==> config.mk <==
export PLATFORM = sky130hd
export DESIGN_NAME = noc_traffic_harness
export DESIGN_NICKNAME = d
export VERILOG_FILES = /design/src/rtl/noc_harness_pkg.sv /design/src/rtl/noc_traffic_harness_injector.sv /design/src/rtl/noc_traffic_harness.sv
export SDC_FILE = /design/constraint.sdc
export NUM_CORES = 2
export LEC_CHECK = 0
export ABC_AREA = 0
export BUFFER_PORTS_ARGS = -buffer_cell sky130_fd_sc_hd__buf_2
export CAP_MARGIN = 0
export CORE_ASPECT_RATIO = 0.7
export CORE_UTILIZATION = 60
export DETAILED_ROUTE_END_ITERATION = 16
export PLACE_DENSITY = 0.81
export SLEW_MARGIN = 20
export SYNTH_ARGS = -nofsm -noshare
export SYNTH_HDL_FRONTEND = slang
export SYNTH_SLANG_ARGS = --single-unit
==> constraint.sdc <==
create_clock -name clk -period 9.3 [get_ports clk]
set_input_delay 0.93 -clock clk [delete_from_list [all_inputs] [get_ports clk]]
set_output_delay 0.93 -clock clk [all_outputs]
set_load 0.05 [all_outputs]
==> src/rtl/noc_harness_pkg.sv <==
// noc_harness_pkg: shared types and helpers for the NoC traffic harness.
//   packet_t        - network packet; the harness owns its data field
//   harness_pkt_t   - {src, dest, seq, payload} view of packet_t.data
//   harness_state_e - run-control FSM states
//   lfsr_next       - 16-bit Galois LFSR step, x^16+x^14+x^13+x^11+1
package noc_harness_pkg;

    localparam int unsigned NODE_ID_W   = 8;
    localparam int unsigned SEQ_FIELD_W = 16;
    localparam int unsigned PAYLOAD_W   = 16;
    localparam int unsigned PKT_DATA_W  = 2 * NODE_ID_W + SEQ_FIELD_W + PAYLOAD_W;
    localparam int unsigned CSUM_W      = NODE_ID_W + SEQ_FIELD_W + PAYLOAD_W;

    // Right-shifting Galois form; the mask holds taps 16, 14, 13 and 11.
    localparam logic [15:0] LFSR_TAPS = 16'hB400;

    typedef struct packed {
        logic [PKT_DATA_W-1:0] data;
    } packet_t;

    typedef struct packed {
        logic [NODE_ID_W-1:0]   src;
        logic [NODE_ID_W-1:0]   dest;
        logic [SEQ_FIELD_W-1:0] seq;
        logic [PAYLOAD_W-1:0]   payload;
    } harness_pkt_t;

    typedef enum logic [2:0] {
        IDLE,
        RUN,
        DRAIN,
        DONE,
        ERROR
    } harness_state_e;

    function automatic packet_t pack_pkt(input harness_pkt_t h);
        packet_t p;
        p.data = h;
        return p;
    endfunction

    function automatic harness_pkt_t unpack_pkt(input packet_t p);
        return harness_pkt_t'(p.data);
    endfunction

    // Checksum key deliberately excludes dest so a misrouted packet is
    // reported by err_cnt rather than as a checksum mismatch.
    function automatic logic [CSUM_W-1:0] csum_key(input harness_pkt_t h);
        return {h.src, h.seq, h.payload};
    endfunction

    function automatic logic [15:0] lfsr_next(input logic [15:0] s);
        return (s >> 1) ^ (s[0] ? LFSR_TAPS : 16'h0000);
    endfunction

endpackage

==> src/rtl/noc_traffic_harness_injector.sv <==
// noc_node_injector: per-node packet source.
//   clk, reset - clock, synchronous active-high reset
//   clear      - reseed and zero counters at the start of a run
//   run        - high while the harness is in RUN
//   en         - network back-pressure; transfer when data_val && en
//   data       - packet offered to the network
//   data_val   - packet valid (held until accepted)
//   done       - PKTS_PER_NODE packets accepted this run
//   accept     - transfer happening this cycle
module noc_node_injector
    import noc_harness_pkg::*;
#(
    parameter int unsigned NODES         = 4,
    parameter int unsigned NODE_IDX      = 0,
    parameter int unsigned PKTS_PER_NODE = 256,
    parameter int unsigned RATE          = 128,
    parameter int unsigned SEQ_W         = 16
)(
    input  logic    clk,
    input  logic    reset,
    input  logic    clear,
    input  logic    run,
    input  logic    en,
    output packet_t data,
    output logic    data_val,
    output logic    done,
    output logic    accept
);

    logic [15:0]      lfsr;
    logic [31:0]      acc_cnt;
    logic [31:0]      acc_next;
    logic [SEQ_W-1:0] seq_cnt;
    logic [SEQ_W-1:0] seq_next;
    logic             free;
    logic             offer;
    logic [31:0]      dest_raw;
    logic [31:0]      dest_sel;
    harness_pkt_t     pkt;

    assign accept   = data_val && en;
    assign done     = (acc_cnt == PKTS_PER_NODE);
    assign acc_next = acc_cnt + 32'(accept);
    assign seq_next = seq_cnt + SEQ_W'(accept);

    // A slot is free when nothing is pending or the pending packet leaves
    // this cycle, which lets a new packet follow back-to-back.
    assign free  = !data_val || accept;
    assign offer = run && free && (acc_next < PKTS_PER_NODE) && (32'(lfsr[7:0]) < RATE);

    assign dest_raw = 32'(lfsr[15:8]) % NODES;
    assign dest_sel = (dest_raw == NODE_IDX) ? ((NODE_IDX + 1) % NODES) : dest_raw;

    always_comb begin
        pkt         = '0;
        pkt.src     = NODE_ID_W'(NODE_IDX);
        pkt.dest    = NODE_ID_W'(dest_sel);
        pkt.seq     = SEQ_FIELD_W'(seq_next);
        pkt.payload = lfsr;
    end

    always_ff @(posedge clk) begin
        if (reset || clear) begin
            lfsr     <= 16'(NODE_IDX + 1);
            acc_cnt  <= '0;
            seq_cnt  <= '0;
            data     <= '0;
            data_val <= 1'b0;
        end else begin
            acc_cnt <= acc_next;
            seq_cnt <= seq_next;
            if (run && free) begin
                lfsr <= lfsr_next(lfsr);
            end
            if (offer) begin
                data     <= pack_pkt(pkt);
                data_val <= 1'b1;
            end else if (accept) begin
                data_val <= 1'b0;
            end
        end
    end

endmodule

==> src/rtl/noc_traffic_harness.sv <==
// noc_traffic_harness: self-test traffic generator/checker for the NoC.
//   clk, reset - clock, synchronous active-high reset
//   start      - level; begins/re-arms a run from IDLE, DONE or ERROR
//   o_data, o_data_val, i_en - injection side (to network inputs)
//   i_data, i_data_val       - ejection side (from network outputs)
//   led        - [0] heartbeat, [1] running, [2] pass, [3] error
//   sent_cnt, recv_cnt, err_cnt - run statistics
module noc_traffic_harness
    import noc_harness_pkg::*;
#(
    parameter int unsigned NODES         = 4,
    parameter int unsigned PKTS_PER_NODE = 256,
    parameter int unsigned RATE          = 128,
    parameter int unsigned SEQ_W         = 16,
    parameter int unsigned DRAIN_TIMEOUT = 65535,
    parameter int unsigned HB_BITS       = 24
)(
    input  logic             clk,
    input  logic             reset,
    input  logic             start,
    output packet_t          o_data     [0:NODES-1],
    output logic [0:NODES-1] o_data_val,
    input  logic [0:NODES-1] i_en,
    input  packet_t          i_data     [0:NODES-1],
    input  logic [0:NODES-1] i_data_val,
    output logic [3:0]       led,
    output logic [31:0]      sent_cnt,
    output logic [31:0]      recv_cnt,
    output logic [15:0]      err_cnt
);

    harness_state_e     state;
    logic [0:NODES-1]   node_done;
    logic [0:NODES-1]   accept;
    logic [0:NODES-1]   bad_rx;
    logic [CSUM_W-1:0]  sent_csum;
    logic [CSUM_W-1:0]  recv_csum;
    logic [CSUM_W-1:0]  sent_fold;
    logic [CSUM_W-1:0]  recv_fold;
    logic [31:0]        sent_inc;
    logic [31:0]        recv_inc;
    logic [31:0]        err_sum;
    logic [31:0]        drain_timer;
    logic [HB_BITS-1:0] hb_cnt;
    logic               hb_led;
    logic [2:0]         status_led;
    logic               parked;
    logic               run;
    harness_pkt_t       rx_pkt;

    assign run    = (state == RUN);
    assign parked = (state == IDLE) || (state == DONE) || (state == ERROR);
    assign led    = {status_led, hb_led};

    for (genvar n = 0; n < NODES; n++) begin : g_node
        noc_node_injector #(
            .NODES        (NODES),
            .NODE_IDX     (n),
            .PKTS_PER_NODE(PKTS_PER_NODE),
            .RATE         (RATE),
            .SEQ_W        (SEQ_W)
        ) u_injector (
            .clk     (clk),
            .reset   (reset),
            .clear   (start && parked),
            .run     (run),
            .en      (i_en[n]),
            .data    (o_data[n]),
            .data_val(o_data_val[n]),
            .done    (node_done[n]),
            .accept  (accept[n])
        );
    end

    // Ejections are accepted unconditionally; anything arriving while no
    // run is active is a stray and counts as an error.
    always_comb begin
        sent_fold = '0;
        recv_fold = '0;
        bad_rx    = '0;
        rx_pkt    = '0;
        for (int unsigned n = 0; n < NODES; n++) begin
            if (accept[n]) begin
                sent_fold = sent_fold ^ csum_key(unpack_pkt(o_data[n]));
            end
            if (i_data_val[n]) begin
                rx_pkt    = unpack_pkt(i_data[n]);
                recv_fold = recv_fold ^ csum_key(rx_pkt);
                bad_rx[n] = parked || (rx_pkt.dest != NODE_ID_W'(n));
            end
        end
    end

    assign sent_inc = 32'($countones(accept));
    assign recv_inc = 32'($countones(i_data_val));
    assign err_sum  = 32'(err_cnt) + 32'($countones(bad_rx));

    always_ff @(posedge clk) begin
        if (reset) begin
            state       <= IDLE;
            sent_cnt    <= '0;
            recv_cnt    <= '0;
            err_cnt     <= '0;
            sent_csum   <= '0;
            recv_csum   <= '0;
            drain_timer <= '0;
            status_led  <= '0;
        end else begin
            sent_cnt  <= sent_cnt + sent_inc;
            recv_cnt  <= recv_cnt + recv_inc;
            err_cnt   <= (err_sum > 32'h0000_FFFF) ? '1 : err_sum[15:0];
            sent_csum <= sent_csum ^ sent_fold;
            recv_csum <= recv_csum ^ recv_fold;
            case (state)
                IDLE, DONE, ERROR: begin
                    if (start) begin
                        state      <= RUN;
                        status_led <= 3'b001;
                        sent_cnt   <= '0;
                        recv_cnt   <= '0;
                        err_cnt    <= '0;
                        sent_csum  <= '0;
                        recv_csum  <= '0;
                    end
                end
                RUN: begin
                    if (&node_done) begin
                        state       <= DRAIN;
                        drain_timer <= '0;
                    end
                end
                DRAIN: begin
                    if (recv_cnt == sent_cnt) begin
                        if ((recv_csum == sent_csum) && (err_cnt == '0)) begin
                            state      <= DONE;
                            status_led <= 3'b010;
                        end else begin
                            state      <= ERROR;
                            status_led <= 3'b100;
                        end
                    end else if (drain_timer == DRAIN_TIMEOUT) begin
                        state      <= ERROR;
                        status_led <= 3'b100;
                    end else begin
                        drain_timer <= drain_timer + 32'd1;
                    end
                end
                default: begin
                    state      <= IDLE;
                    status_led <= '0;
                end
            endcase
        end
    end

    // Heartbeat flips each time the free-running counter wraps.
    always_ff @(posedge clk) begin
        if (reset) begin
            hb_cnt <= '0;
            hb_led <= 1'b0;
        end else begin
            hb_cnt <= hb_cnt + HB_BITS'(1);
            if (&hb_cnt) begin
                hb_led <= ~hb_led;
            end
        end
    end

endmodule
==> results_dict.tcl <==
set metrics [dict create \
    status "finished clean" \
    end_kind "flip-flop" \
    die_w_um 276.5 \
    grt_max_degree 241 \
    h-tree-depth 2 \
    num_vias 27430 \
    n_fill_cell 4136 \
    hp-class "reg2reg" \
    ys_seq_area_share_pct 38.98 \
    rr_endpoint "g_node[2].u_injector.data[19]" \
    cts_buffers 57 \
    whs_ns 0.4563 \
    period_needed_ns 4.628 \
    grt_pass1_vias 24660 \
    r2r_cells 12 \
    drt_wl_total_um 89970 \
    fin_tns_setup_ns 0 \
    cts.hold.buffers_added 0 \
    cp-start-kind "input port" \
    power.internal_mw 4.774 \
    regToRegStartpoint "g_node[2].u_injector.data_val" \
    dp_hpwl_um 65480 \
    path_clk_slew_ns 0.07 \
    io_buffer_count 430 \
    swShare_pct 32.00 \
    p_switching_mw 2.246 \
    cts_buffer_depth 3 \
    drtPass1Iterations 5 \
    fin_worst_skew_ns 0.03813 \
    route.detailed.drc 0 \
    p_comb_share_pct 21.7 \
    final_common_cell "nand2_1" \
    peakVddDrop_v 0.0001354 \
    async_flop_share_pct 0 \
    gr-usage-all-layers_pct 32.37 \
    min_to "g_node[2].u_injector.data[32]" \
    post_cts_buffers 0 \
    overflow 0 \
    power.density_nw_per_um2 195.7 \
    cap_violations 0 \
    fp-row-count 70 \
    synth.area.top_cells "dfxtp_1 (39%), xnor2_1 (10%), nand2_1 (8.1%)" \
    fin_crit_sh_pct 49.76 \
    final_cell_mix "nand2_1 (686), dfxtp_1 (616), buf_2 (430)" \
    rsz0062_at_grt "no" \
    cp.required_ns 9.81 \
    vias_per_cell 5.659 \
    finalWeightedCongestion 0.9623 \
    ant_nets 0 \
    synth-seq-cells 616 \
    die_h_um 194.1 \
    synth_cell_types 81 \
    p_leak_nw 14.45 \
    maxSlewViolCount 0 \
    cts_num_sinks 616 \
    fin_util_pct 68.85 \
    yosysWarnings 0 \
    cts_root_buffer "clkbuf_16" \
    drtIter0Drc 2841 \
    hold_viol 0 \
    cts_tree "done" \
    synthCells 3821 \
    drive_gt1_share_pct 15.55 \
    start_util_pct 60.72 \
    yosys.area.top_type "dfxtp_1" \
    antenna_found_initial 5 \
    ios 483 \
    syn-cell-area_um2 31640 \
    nets 4349 \
    pwr-share-seq_pct 41.6 \
    rrSetupSlack_ns 4.69 \
    max_freq_mhz 216.1 \
    tightest_slew_ns 1.316 \
    slew_headroom_pct 12.25 \
    core_um2 52110 \
    ys.flop_type "dfxtp_1" \
    setup_viol 0 \
    worstPathMaxFanout 36 \
    wire_per_inst_um 18.56 \
    power_frac_clock_pct 36.7 \
    worstSetupPathType "in2reg" \
    holdCritStartpoint "g_node[2].u_injector.data[32]" \
    avgSynthCellArea_um2 8.281 \
    synth_edf_count 0 \
    clock_latency_ns 0.64 \
    grt_pass1_wl_um 138900 \
    dieArea_um2 53670 \
    area_growth_pct 13.39 \
    whs_path_depth 2 \
    synth_top_area_share_pct 38.98 \
    worstPathArrival_ns 5.14 \
    ctsResizeCount 0 \
]
==> state kept, by name, summed over array words and instances, names as in the netlist <==
signal / flops
g_node.u_injector.seq_cnt: 64
hb_cnt: 24
sent_csum: 34
recv_cnt: 32
recv_csum: 40
sent_cnt: 32
g_node.u_injector.lfsr: 64
g_node.u_injector.acc_cnt: 128
g_node.u_injector.data: 139
hb_led: 1
status_led: 3
state: 3
err_cnt: 16
g_node.u_injector.data_val: 4
drain_timer: 32
==> power groups by stage <==
stage / Sequential [mW] / Clock (mW) / Combinational, mW
CTS: 2.92 / 2.60 / 1.50
detailed placement: 2.97 / 0 / 1.49
finish: 2.92 / 2.58 / 1.52
global placement: 2.97 / 0 / 1.47
floorplan: 3.04 / 0 / 1.06
global route: 2.94 / 2.71 / 1.62
==> cell families (layout without fill, tap and decap cells) <==
family | after synthesis | count (layout) | synth area share, %
AO/OA/AOI/OAI | 258 | 258 | 5.165
XOR/XNOR | 644 | 644 | 17.83
adder cells (fa/ha/maj) | 30 | 30 | 1.400
buffers and inverters | 326 | 616 | 4.789
flip-flops | 616 | 616 | 38.98
multiplexers | 148 | 148 | 4.994
other | 1 | 54 | 0.01185
AND/OR/NAND/NOR | 1798 | 1798 | 26.84
==> worst max-delay path, stage by stage <==
cell,delay [ns]
buf_2,0.09
nand2_1,0.08
clkinv_1,0.05
buf_4,0.43
ha_1,0.29
nand3_1,0.32
or2_2,0.42
or3_1,0.48
a2111oi_0,0.47
nand4_1,0.22
nor4bb_4,0.31
buf_4,0.60
mux2_2,0.41
==> Yosys cell counts (32+ instances only) <==
| cell | n |
|---|---|
| nand4_1 | 102 |
| and2_1 | 96 |
| nand3_1 | 138 |
| dfxtp_1 | 616 |
| mux2_2 | 50 |
| a21oi_1 | 108 |
| inv_1 | 54 |
| o21ai_0 | 38 |
| nor4_1 | 85 |
| xnor2_1 | 371 |
| and3_1 | 71 |
| mux2i_1 | 90 |
| clkbuf_1 | 171 |
| buf_4 | 62 |
| nand2_1 | 686 |
| xor2_1 | 273 |
| or3_1 | 32 |
| nor3_1 | 43 |
| nor2_1 | 426 |
==> stage by stage <==
stage                     instance area, um2  std cells  power (mW)  worst slack (ns)
after global placement                 33790       4741       4.440             4.248
final                                  35880       4848       7.020             4.672
after CTS                              35860       4846       7.026             4.800
after floorplan                        31830       3872       4.094             4.851
after detailed placement               33790       4741       4.467             4.149
after global routing                   35870       4846       7.270             4.333
==> cell type report <==
cell class	instances	area (um2)	area share [%]
tap	684	855.8	2.385
antenna	2	5.005	0.01395
timing repair buffer	454	2345	6.535
inverter	57	214.0	0.5963
sequential	616	12330	34.37
clock inverter	28	436.7	1.217
multi-input combinational	2930	18060	50.33
clock buffer	77	1633	4.551
==> metal layers <==
layer,global-route usage [%],up-vias,routed length (um)
met1,46.36,12900,39940
met5,0,-,24
met3,8.206,181,9199
li1,-,13220,-
met4,11.19,4,2951
met2,46.95,1127,37860
==> worst max-delay path by stage <==
| stage | startpoint | to | slack (ns) | cells past startpoint |
|---|---|---|---|---|
| global route | g_node[2].u_injector.data_val | g_node[2].u_injector.data[18] | 4.33 | 12 |
| detailed placement | i_en[2] | g_node[2].u_injector.data[19] | 4.15 | 13 |
| CTS | i_en[2] | g_node[2].u_injector.data[19] | 4.80 | 13 |
| finish | i_en[2] | g_node[2].u_injector.data[19] | 4.67 | 13 |
| floorplan | i_en[1] | g_node[1].u_injector.data[25] | 4.85 | 14 |
| global placement | i_en[2] | g_node[2].u_injector.data[18] | 4.25 | 13 |
Power figures use the tool's default switching activity.
